[src/rtl/rvvi_retire_sequencer_pkg.sv]
// Shared types for the RVVI retire sequencer: one buffered retirement and a slot popcount helper.
package rvvi_seq_pkg;

   localparam int unsigned ILEN_MAX = 64;

   // insn is sized for the widest supported ILEN; narrower builds zero the upper bits
   typedef struct packed {
      logic [ILEN_MAX-1:0] insn;
      logic                trap;
      logic [63:0]         order;
   } retire_entry_t;

   function automatic int unsigned popcount_slots(input logic [63:0] v);
      int unsigned n;
      n = 0;
      for (int i = 0; i < 64; i++) begin
         n = n + {31'd0, v[i]};
      end
      return n;
   endfunction

endpackage

[src/rtl/rvvi_retire_sequencer_fifo.sv]
// Per-hart FIFO: up to RETIRE pushes and one pop per cycle; excess pushes are dropped and flagged.
module rvvi_retire_fifo
   import rvvi_seq_pkg::*;
#(
   parameter int RETIRE = 1,
   parameter int DEPTH  = 8,
   localparam int PW    = (DEPTH > 1) ? $clog2(DEPTH) : 1,
   localparam int CW    = $clog2(DEPTH + 1)
) (
   input  logic                clk,
   input  logic                reset,
   input  logic [RETIRE-1:0]   push_valid,
   input  retire_entry_t       push_data [RETIRE],
   input  logic                pop,
   output retire_entry_t       head,
   output logic                empty,
   output logic [CW-1:0]       count,
   output logic                overflow
);

   retire_entry_t     mem [DEPTH];
   logic [PW-1:0]     rd_ptr;
   logic [PW-1:0]     wr_ptr;
   logic [RETIRE-1:0] accept;
   logic [PW-1:0]     slot_off [RETIRE];
   logic [CW-1:0]     taken;
   logic              pop_ok;
   int unsigned       free_slots;

   assign empty  = (count == '0);
   assign pop_ok = pop && !empty;
   assign head   = mem[rd_ptr];

   // Valid slots are packed densely in ascending slot order; a same-cycle pop frees one entry.
   always_comb begin
      free_slots = 32'(DEPTH) - 32'(count) + 32'(pop_ok);
      taken      = '0;
      accept     = '0;
      for (int s = 0; s < RETIRE; s++) begin
         slot_off[s] = taken[PW-1:0];
         if (push_valid[s] && (32'(taken) < free_slots)) begin
            accept[s] = 1'b1;
            taken     = taken + CW'(1);
         end
      end
      overflow = popcount_slots(64'(push_valid)) > 32'(taken);
   end

   always_ff @(posedge clk) begin
      if (reset) begin
         rd_ptr <= '0;
         wr_ptr <= '0;
         count  <= '0;
      end else begin
         if (pop_ok) rd_ptr <= rd_ptr + PW'(1);
         wr_ptr <= wr_ptr + taken[PW-1:0];
         count  <= count + taken - CW'(pop_ok);
      end
   end

   always_ff @(posedge clk) begin
      for (int s = 0; s < RETIRE; s++) begin
         if (accept[s]) mem[wr_ptr + slot_off[s]] <= push_data[s];
      end
   end

endmodule

[src/rtl/rvvi_retire_sequencer.sv]
// Serializes multi-hart, multi-slot RVVI retirements into one in-order sample per cycle.
// Optional order-tag checking is enabled by defining RVVI_ORDER_CHECK_EN.
module rvvi_retire_sequencer
   import rvvi_seq_pkg::*;
#(
   parameter int ILEN   = 32,
   parameter int NHART  = 1,
   parameter int RETIRE = 1,
   parameter int DEPTH  = 8,
   localparam int HW    = (NHART > 1) ? $clog2(NHART) : 1,
   localparam int CW    = $clog2(DEPTH + 1)
) (
   input  logic                                      clk,
   input  logic                                      reset,
   input  logic [NHART-1:0][RETIRE-1:0]              RetValid,
   input  logic [NHART-1:0][RETIRE-1:0][ILEN-1:0]    RetInsn,
   input  logic [NHART-1:0][RETIRE-1:0]              RetTrap,
   input  logic [NHART-1:0][RETIRE-1:0][63:0]        RetOrder,
   input  logic                                      SampleReady,
   output logic                                      SampleValid,
   output logic [HW-1:0]                             SampleHart,
   output logic [ILEN-1:0]                           SampleInsn,
   output logic                                      SampleTrap,
   output logic [63:0]                               SampleOrder,
   output logic                                      Overflow,
   output logic                                      OrderError
);

   logic [NHART-1:0]          empty;
   logic [NHART-1:0]          fifo_ovf;
   logic [NHART-1:0]          pop;
   logic [NHART-1:0][CW-1:0]  fifo_count;
   retire_entry_t             head [NHART];
   retire_entry_t             sel_entry;
   logic [HW-1:0]             last_hart;
   logic [HW-1:0]             hold_hart;
   logic [HW-1:0]             sel;
   logic                      hold_valid;
   logic                      any;
   logic                      fire;
   logic                      found;
   int                        idx;
   logic                      unused_sink;

   generate
      for (genvar h = 0; h < NHART; h++) begin : g_hart
         retire_entry_t push_data [RETIRE];

         always_comb begin
            for (int s = 0; s < RETIRE; s++) begin
               push_data[s]                = '0;
               push_data[s].insn[ILEN-1:0] = RetInsn[h][s];
               push_data[s].trap           = RetTrap[h][s];
               push_data[s].order          = RetOrder[h][s];
            end
         end

         assign pop[h] = fire && (sel == HW'(h));

         rvvi_retire_fifo #(
            .RETIRE (RETIRE),
            .DEPTH  (DEPTH)
         ) u_fifo (
            .clk        (clk),
            .reset      (reset),
            .push_valid (RetValid[h]),
            .push_data  (push_data),
            .pop        (pop[h]),
            .head       (head[h]),
            .empty      (empty[h]),
            .count      (fifo_count[h]),
            .overflow   (fifo_ovf[h])
         );
      end
   endgenerate

   assign any  = |(~empty);
   assign fire = any && SampleReady;

   // A stalled choice is frozen so a newly non-empty higher-priority hart cannot steal the port.
   always_comb begin
      sel   = '0;
      found = 1'b0;
      idx   = 0;
      if (hold_valid) begin
         sel = hold_hart;
      end else begin
         for (int k = 1; k <= NHART; k++) begin
            idx = (int'(last_hart) + k) % NHART;
            if (!found && !empty[idx]) begin
               sel   = HW'(idx);
               found = 1'b1;
            end
         end
      end
   end

   always_comb begin
      sel_entry   = head[sel];
      SampleValid = any;
      SampleHart  = any ? sel : '0;
      SampleInsn  = any ? sel_entry.insn[ILEN-1:0] : '0;
      SampleTrap  = any ? sel_entry.trap : 1'b0;
      SampleOrder = any ? sel_entry.order : '0;
   end

   always_ff @(posedge clk) begin
      if (reset) begin
         last_hart  <= HW'(NHART - 1);
         hold_valid <= 1'b0;
         hold_hart  <= '0;
         Overflow   <= 1'b0;
      end else begin
         if (fire) begin
            last_hart  <= sel;
            hold_valid <= 1'b0;
         end else if (any) begin
            hold_valid <= 1'b1;
            hold_hart  <= sel;
         end
         if (|fifo_ovf) Overflow <= 1'b1;
      end
   end

`ifdef RVVI_ORDER_CHECK_EN
   logic [63:0]      exp_order [NHART];
   logic [NHART-1:0] exp_loaded;

   always_ff @(posedge clk) begin
      if (reset) begin
         exp_loaded <= '0;
         OrderError <= 1'b0;
      end else if (fire) begin
         if (exp_loaded[sel] && (SampleOrder != exp_order[sel] + 64'd1)) begin
            OrderError <= 1'b1;
            $error("rvvi order violation: hart %0d expected %0d actual %0d",
                   sel, exp_order[sel] + 64'd1, SampleOrder);
         end
         exp_loaded[sel] <= 1'b1;
         exp_order[sel]  <= SampleOrder;
      end
   end
`else
   assign OrderError = 1'b0;
`endif

   // Deliberately unused bits (fill counts, insn bits above ILEN) collected in one place.
   assign unused_sink = ^{fifo_count, sel_entry.insn};

endmodule

[config.mk]
export PLATFORM = sky130hd
export DESIGN_NAME = rvvi_retire_sequencer
export DESIGN_NICKNAME = d
export VERILOG_FILES = /design/src/rtl/rvvi_retire_sequencer_pkg.sv /design/src/rtl/rvvi_retire_sequencer_fifo.sv /design/src/rtl/rvvi_retire_sequencer.sv
export SDC_FILE = /design/constraint.sdc
export NUM_CORES = 1
export LEC_CHECK = 0
export CORE_ASPECT_RATIO = 1.75
export CORE_MARGIN = 2
export CORE_UTILIZATION = 53
export DETAILED_ROUTE_END_ITERATION = 12
export MAX_ROUTING_LAYER = met4
export PLACE_DENSITY = 0.76
export SYNTH_ARGS = -nofsm -noshare
export SYNTH_HDL_FRONTEND = slang
export SYNTH_SLANG_ARGS = --single-unit
[constraint.sdc]
create_clock -name clk -period 10.1 [get_ports clk]
set_input_delay 1.515 -clock clk [delete_from_list [all_inputs] [get_ports clk]]
set_output_delay 1.515 -clock clk [all_outputs]
set_load 0.005 [all_outputs]
==> reports/qor.yml, run 1 <==
status: "finished clean"
syn_inst: 1340
p_comb_frac: 0.255
path_class: "reg2out"
use_met3: 0.0335
switching_share: 0.262
coreArea_um2: 57000
die_w_um: 185
ys_seq_area_frac: 0.775
hold_slack_ns: 0.446
root_buffer: "clkbuf_16"
grt_use_met1: 0.276
drtIter0Drc: 1266
slew-limit-headroom: 0.218
grt-busiest-layer: "met2"
drt-total-wl_um: 62500
cts_sinks: 792
cts_resized: 0
multi_input_comb_area_um2: 6500
crit_arrival_ns: 3.94
cts_tree: "yes"
met2_usage: 0.381
yosysWarnings: 0
yosysUniqueCellTypes: 35
overflow: 0
fin_worst_skew_ns: 0.0227
antenna_found_initial: 5
critPathTopFamily: "buffers and inverters"
synth_top_area_share: 0.764
grt_pass1_wl_um: 94400
grt_setup_unrepaired: "no"
clock_latency_ns: 0.60
layout-drive-gt1-share: 0.207
cp_cell_sequence: "buf_4 -> mux4_2 -> mux2i_1 -> nor2_1 -> clkdlybuf4s50_1"
drc_errors: 0
worst-path-buf-inv: 2
syn_avg_cell_area_um2: 22.8
die_h_um: 321
p_leak_nw: 10.9
cp_max_fo: 75
io_pins: 202
dieArea_um2: 59500
p_int_mw: 6.39
globalplace.congestion: 0.769
cts_setup_buffers: 0
start_kind: "flip-flop"
fill_cells: 3769
fmax_ghz: 0.183
drt-wirelength-per-cell_um: 26.2
first_pass_iters: 5
cap_violations: 0
grt_pass1_vias: 15100
ant_nets: 0
worstMarginPinSlew_ns: 1.17
min_period_ns: 5.45
synth_nets: 1461
htree_levels: 3
ys_seq_elements: 792
report.power.total_mw: 8.65
crit_required_ns: 8.59
slowest_delay_ns: 0.96
syn_to_final_growth_pct: 16.7
clk_pin_slew_ns: 0.06
hp-class: "reg2reg"
clock_power_share: 0.303
postCtsHoldBufs: 0
slowest_stage: "buf_4"
syn_area_um2: 30500
p_seq_frac: 0.443
ir_worst_vdd_v: 0.000207
grt_max_degree: 129
end_kind: "output port"
grt_usage: 0.223
final-max-slew-violation-count: 0
synth_top_area_cell: "edfxtp_1"
p_switching_mw: 2.26
ff_latch_area_um2: 23600
pwr_density_cell_nw_per_um2: 243
synth.top_cells.by_area: "edfxtp_1 76%, mux4_2 14%, mux2i_1 3.2%, nor2_1 1.3%, dfxtp_1 1.1%"
vias: 13900
setup_viol: 0
finalNetCount: 1688
num_rows: 116
dpl.hpwl_um: 34500
start_util: 0.535
period_share: 0.540
reg2reg_setup_slack_ns: 5.19
final_hold_viol_count: 0
numCtsBuffers: 68
io_buffers: 200
cts_buffer_depth: 3
post_drt_via_cell_ratio: 5.82
power by group through the flow:
stage               Combinational [mW]  Sequential [mW]  Clock, mW
CTS                               2.25             3.83       2.67
global placement                  2.21             3.89          0
finish                            2.20             3.83       2.62
detailed placement                2.23             3.90          0
floorplan                         1.34             3.87          0
global route                      2.38             3.85       2.78
worst paths after layout:
path	startpoint	end	cells past startpoint
worst max-delay path	flip-flop	SampleOrder[3]	5
worst min-delay path	hold_hart$_SDFFE_PP0P_	hold_hart$_SDFFE_PP0P_	1
worst max register to register	g_hart[0].u_fifo.count[1]$_SDFF_PP0_	g_hart[0].u_fifo.mem[0][45]$_DFFE_PP_	16
worst min register to register	hold_hart$_SDFFE_PP0P_	hold_hart$_SDFFE_PP0P_	1
worst reg2reg max path: cells and delay by family, from the launching register on:
kind / cells / cell delay [ns]
DFF: 1 / 0.39
adders and majority gates: 3 / 0.72
and+or+nand+nor: 7 / 2.02
AOI/OAI and AO/OA: 1 / 0.13
buffers and inverters: 5 / 1.30
cells in the mapped netlist:
master    count
clkbuf_1     15
o311a_1       1
o21bai_1      1
inv_2         1
dfxtp_1      16
xor2_1        4
or3b_2        1
nor2b_1       6
inv_1        10
ha_1         19
buf_4         1
mux4_2      194
nor4b_1       2
mux2i_1      98
and2_1        1
buf_1         7
nand4_1       2
and3_2        1
nand3_1       3
nor2_1      107
conb_1        1
nand3b_1      4
a32o_1        1
nor3_4        1
xor2_4        1
nand2_1       4
xnor2_1       3
a211oi_1      9
a21boi_1      1
a21oi_1       2
buf_6        19
fa_1          1
edfxtp_1    776
xnor2_2       1
buf_2        26
cell type report:
| class | instances | share of cell area |
|---|---|---|
| Clock buffer | 77 | 0.0506 |
| Tap cell | 767 | 0.0270 |
| Antenna cell | 5 | 0.000352 |
| Sequential cell | 792 | 0.664 |
| Clock inverter | 39 | 0.0121 |
| Multi-Input combinational cell | 469 | 0.183 |
| Timing Repair Buffer | 225 | 0.0619 |
| Inverter | 11 | 0.00116 |
cell families (layout without fill, tap and decap cells):
kind of cell / after synthesis / in the layout / share of synthesized area
buffers and inverters: 79 / 352 / 0.0156
other: 1 / 6 / 0.000123
adder cells (fa/ha/maj): 20 / 20 / 0.00845
AND/OR/NAND/NOR: 132 / 132 / 0.0186
flip-flops: 792 / 792 / 0.775
multiplexers: 292 / 292 / 0.175
AO/OA/AOI/OAI: 15 / 15 / 0.00369
XOR/XNOR: 9 / 9 / 0.00345
per-layer routing:
layer	part of all wire	wire length (um)
met5	0	0
met3	0.053	3320
met1	0.38	23800
met2	0.55	34100
met4	0.021	1330
registers in the layout (all words and copies together), names as in the netlist, named ones only:
register / flops
g_hart.u_fifo.mem: 776
g_hart.u_fifo.rd_ptr: 3
g_hart.u_fifo.wr_ptr: 3
hold_hart: 1
g_hart.u_fifo.count: 4
Overflow: 1
hold_valid: 1
per-stage QoR:
| stage | instance area [um2] | util | cells | setup TNS (ns) | worst slack [ns] |
|---|---|---|---|---|---|
| 2_1_floorplan | 30500 | - | 1340 | -453.66 | -0.585 |
| 3_3_place_gp | 33300 | 0.584 | 2264 | 0 | 4.28 |
| 3_5_place_dp | 33300 | 0.584 | 2264 | 0 | 4.25 |
| 4_1_cts | 35600 | 0.624 | 2380 | 0 | 4.53 |
| 5_1_grt | 35600 | 0.624 | 2385 | 0 | 4.49 |
| 6_report | 35600 | 0.624 | 2385 | 0 | 4.65 |
cell usage in the layout (no fill, tap or decap), types with 2 or more instances in the layout:
master / count
a211oi_4: 8
a21oi_1: 2
buf_4: 24
bufinv_16: 8
clkbuf_1: 6
clkbuf_16: 71
clkdlybuf4s50_1: 200
clkinv_1: 13
clkinv_2: 7
clkinv_4: 2
clkinv_8: 2
clkinvlp_4: 5
dfxtp_1: 13
dfxtp_4: 3
diode_2: 5
edfxtp_1: 776
ha_1: 19
inv_1: 10
inv_6: 2
mux2i_1: 98
mux4_2: 194
nand2_1: 4
nand3_1: 3
nand3b_1: 4
nand4_1: 2
nor2_1: 107
nor2b_1: 6
nor4b_1: 2
xnor2_1: 3
xor2_1: 4
Note: power is estimated with default switching activity, not from simulation.
==> run 2, diff against run 1 <==
- CORE_UTILIZATION: 53 -> 59
- PLACE_DENSITY: 0.76 -> 0.8
- clock period: 10.1 -> 5.5 ns (I/O delays scaled with it)
==> run 2 against run 1 <==
  * Combinational power increased by 85%
  * First-iteration DRC count grew 14%
  * Critical path depth unchanged
  * Total power up 83%
==> reports/qor.yml, run 2 (synthesized netlist as in run 1, its figures left out) <==
status: "finished clean"
setup_viol: 0
crit_required_ns: 4.68
first_pass_iters: 5
start_util: 0.596
r2r_end: "g_hart[0].u_fifo.count[1]$_SDFF_PP0_"
min_period_ns: 4.30
grt_pass1_wl_um: 96100
hp-class: "reg2reg"
num_rows: 110
dieArea_um2: 53600
fin_worst_skew_ns: 0.0248
antenna_found_initial: 8
slew-limit-headroom: 0.301
pwr_density_cell_nw_per_um2: 445
grt_pass1_vias: 15200
drt-total-wl_um: 63800
grt_max_degree: 98
globalplace.congestion: 0.771
syn_to_final_growth_pct: 16.8
finalNetCount: 1687
reg2reg_setup_slack_ns: 1.34
cts_resized: 0
io_buffers: 200
r2r-start: "g_hart[0].u_fifo.count[1]$_SDFF_PP0_"
grt_usage: 0.253
largest_reg_flops: 776
layout-drive-gt1-share: 0.207
end_kind: "output port"
final-max-slew-violation-count: 0
crit_end: "SampleOrder[6]"
postCtsHoldBufs: 0
p_leak_nw: 10.9
cts_setup_buffers: 0
path_class: "reg2out"
cts_buffer_depth: 3
clk_pin_slew_ns: 0.07
coreArea_um2: 51200
die_w_um: 176
fill_cells: 2967
final_cell_mix: "776 x edfxtp_1, 200 x clkdlybuf4s50_1, 194 x mux4_2"
worstMarginPinSlew_ns: 1.05
io_pins: 202
drc_errors: 0
grt_setup_unrepaired: "no"
finish.utilization: 0.696
cp_max_fo: 43
numCtsBuffers: 66
htree_levels: 3
cts_sinks: 792
drt-wirelength-per-cell_um: 27.8
dpl.cell_count: 2170
period_share: 0.782
start_kind: "flip-flop"
post_drt_via_cell_ratio: 6.17
ant_nets: 0
ff_latch_area_um2: 23600
final_cells: 2293
vias: 14200
multi_input_comb_area_um2: 6500
rr_worst_depth: 19
final_common_cell: "edfxtp_1"
cts_tree: "yes"
crit_arrival_ns: 3.48
dpl.hpwl_um: 32400
die_h_um: 305
root_buffer: "clkbuf_16"
cap_violations: 0
final_hold_viol_count: 0
drtIter0Drc: 1446
clock_latency_ns: 0.60
ir_worst_vdd_v: 0.000250
overflow: 0
fmax_ghz: 0.232
## run 2: layer usage
metal	GRT usage	share of wire
met3	0.0380	0.062
met5	-	0
met4	0.0957	0.030
met2	0.418	0.53
met1	0.322	0.38
## run 2: worst max-delay path, stage by stage, from the launching register on
cell             delay, ns
dfxtp_4               0.81
buf_12                0.39
mux4_2                0.57
mux2i_1               0.41
nor2_1                0.13
clkdlybuf4s50_1       0.50
## run 2: final cells by class
type / instances / share of cell area
Sequential cell: 792 / 0.663
Multi-Input combinational cell: 469 / 0.182
Inverter: 11 / 0.00116
Clock buffer: 78 / 0.0494
Tap cell: 672 / 0.0236
Clock inverter: 37 / 0.0111
Timing Repair Buffer: 226 / 0.0683
Antenna cell: 8 / 0.000562
## run 2: per-stage QoR
| step | power (mW) | hold WS (ns) | instance area [um2] | setup WS (ns) | setup TNS, ns |
|---|---|---|---|---|---|
| after floorplan | 9.54 | 0.428 | 30500 | -1.40 | -1084.09 |
| after global placement | 11.2 | 0.432 | 33500 | 1.08 | 0 |
| after detailed placement | 11.2 | 0.442 | 33500 | 0.978 | 0 |
| after CTS | 16.0 | 0.451 | 35600 | 1.16 | 0 |
| after global routing | 16.5 | 0.471 | 35600 | 1.04 | 0 |
| final | 15.9 | 0.448 | 35600 | 1.20 | 0 |
## run 2: power by group
group / internal, mW / total (mW) / switching, mW
Sequential: 6.87 / 7.06 / 0.188
Clock: 2.68 / 4.73 / 2.06
Combinational: 2.18 / 4.06 / 1.88
## run 2: worst min-delay path by stage
stage | slack, ns | to | depth (start not counted) | startpoint
floorplan | 0.43 | hold_hart$_SDFFE_PP0P_ | 1 | hold_hart$_SDFFE_PP0P_
global placement | 0.43 | hold_hart$_SDFFE_PP0P_ | 1 | hold_hart$_SDFFE_PP0P_
detailed placement | 0.44 | hold_hart$_SDFFE_PP0P_ | 1 | hold_hart$_SDFFE_PP0P_
CTS | 0.45 | hold_hart$_SDFFE_PP0P_ | 1 | hold_hart$_SDFFE_PP0P_
global route | 0.47 | hold_hart$_SDFFE_PP0P_ | 1 | hold_hart$_SDFFE_PP0P_
finish | 0.45 | hold_hart$_SDFFE_PP0P_ | 1 | hold_hart$_SDFFE_PP0P_
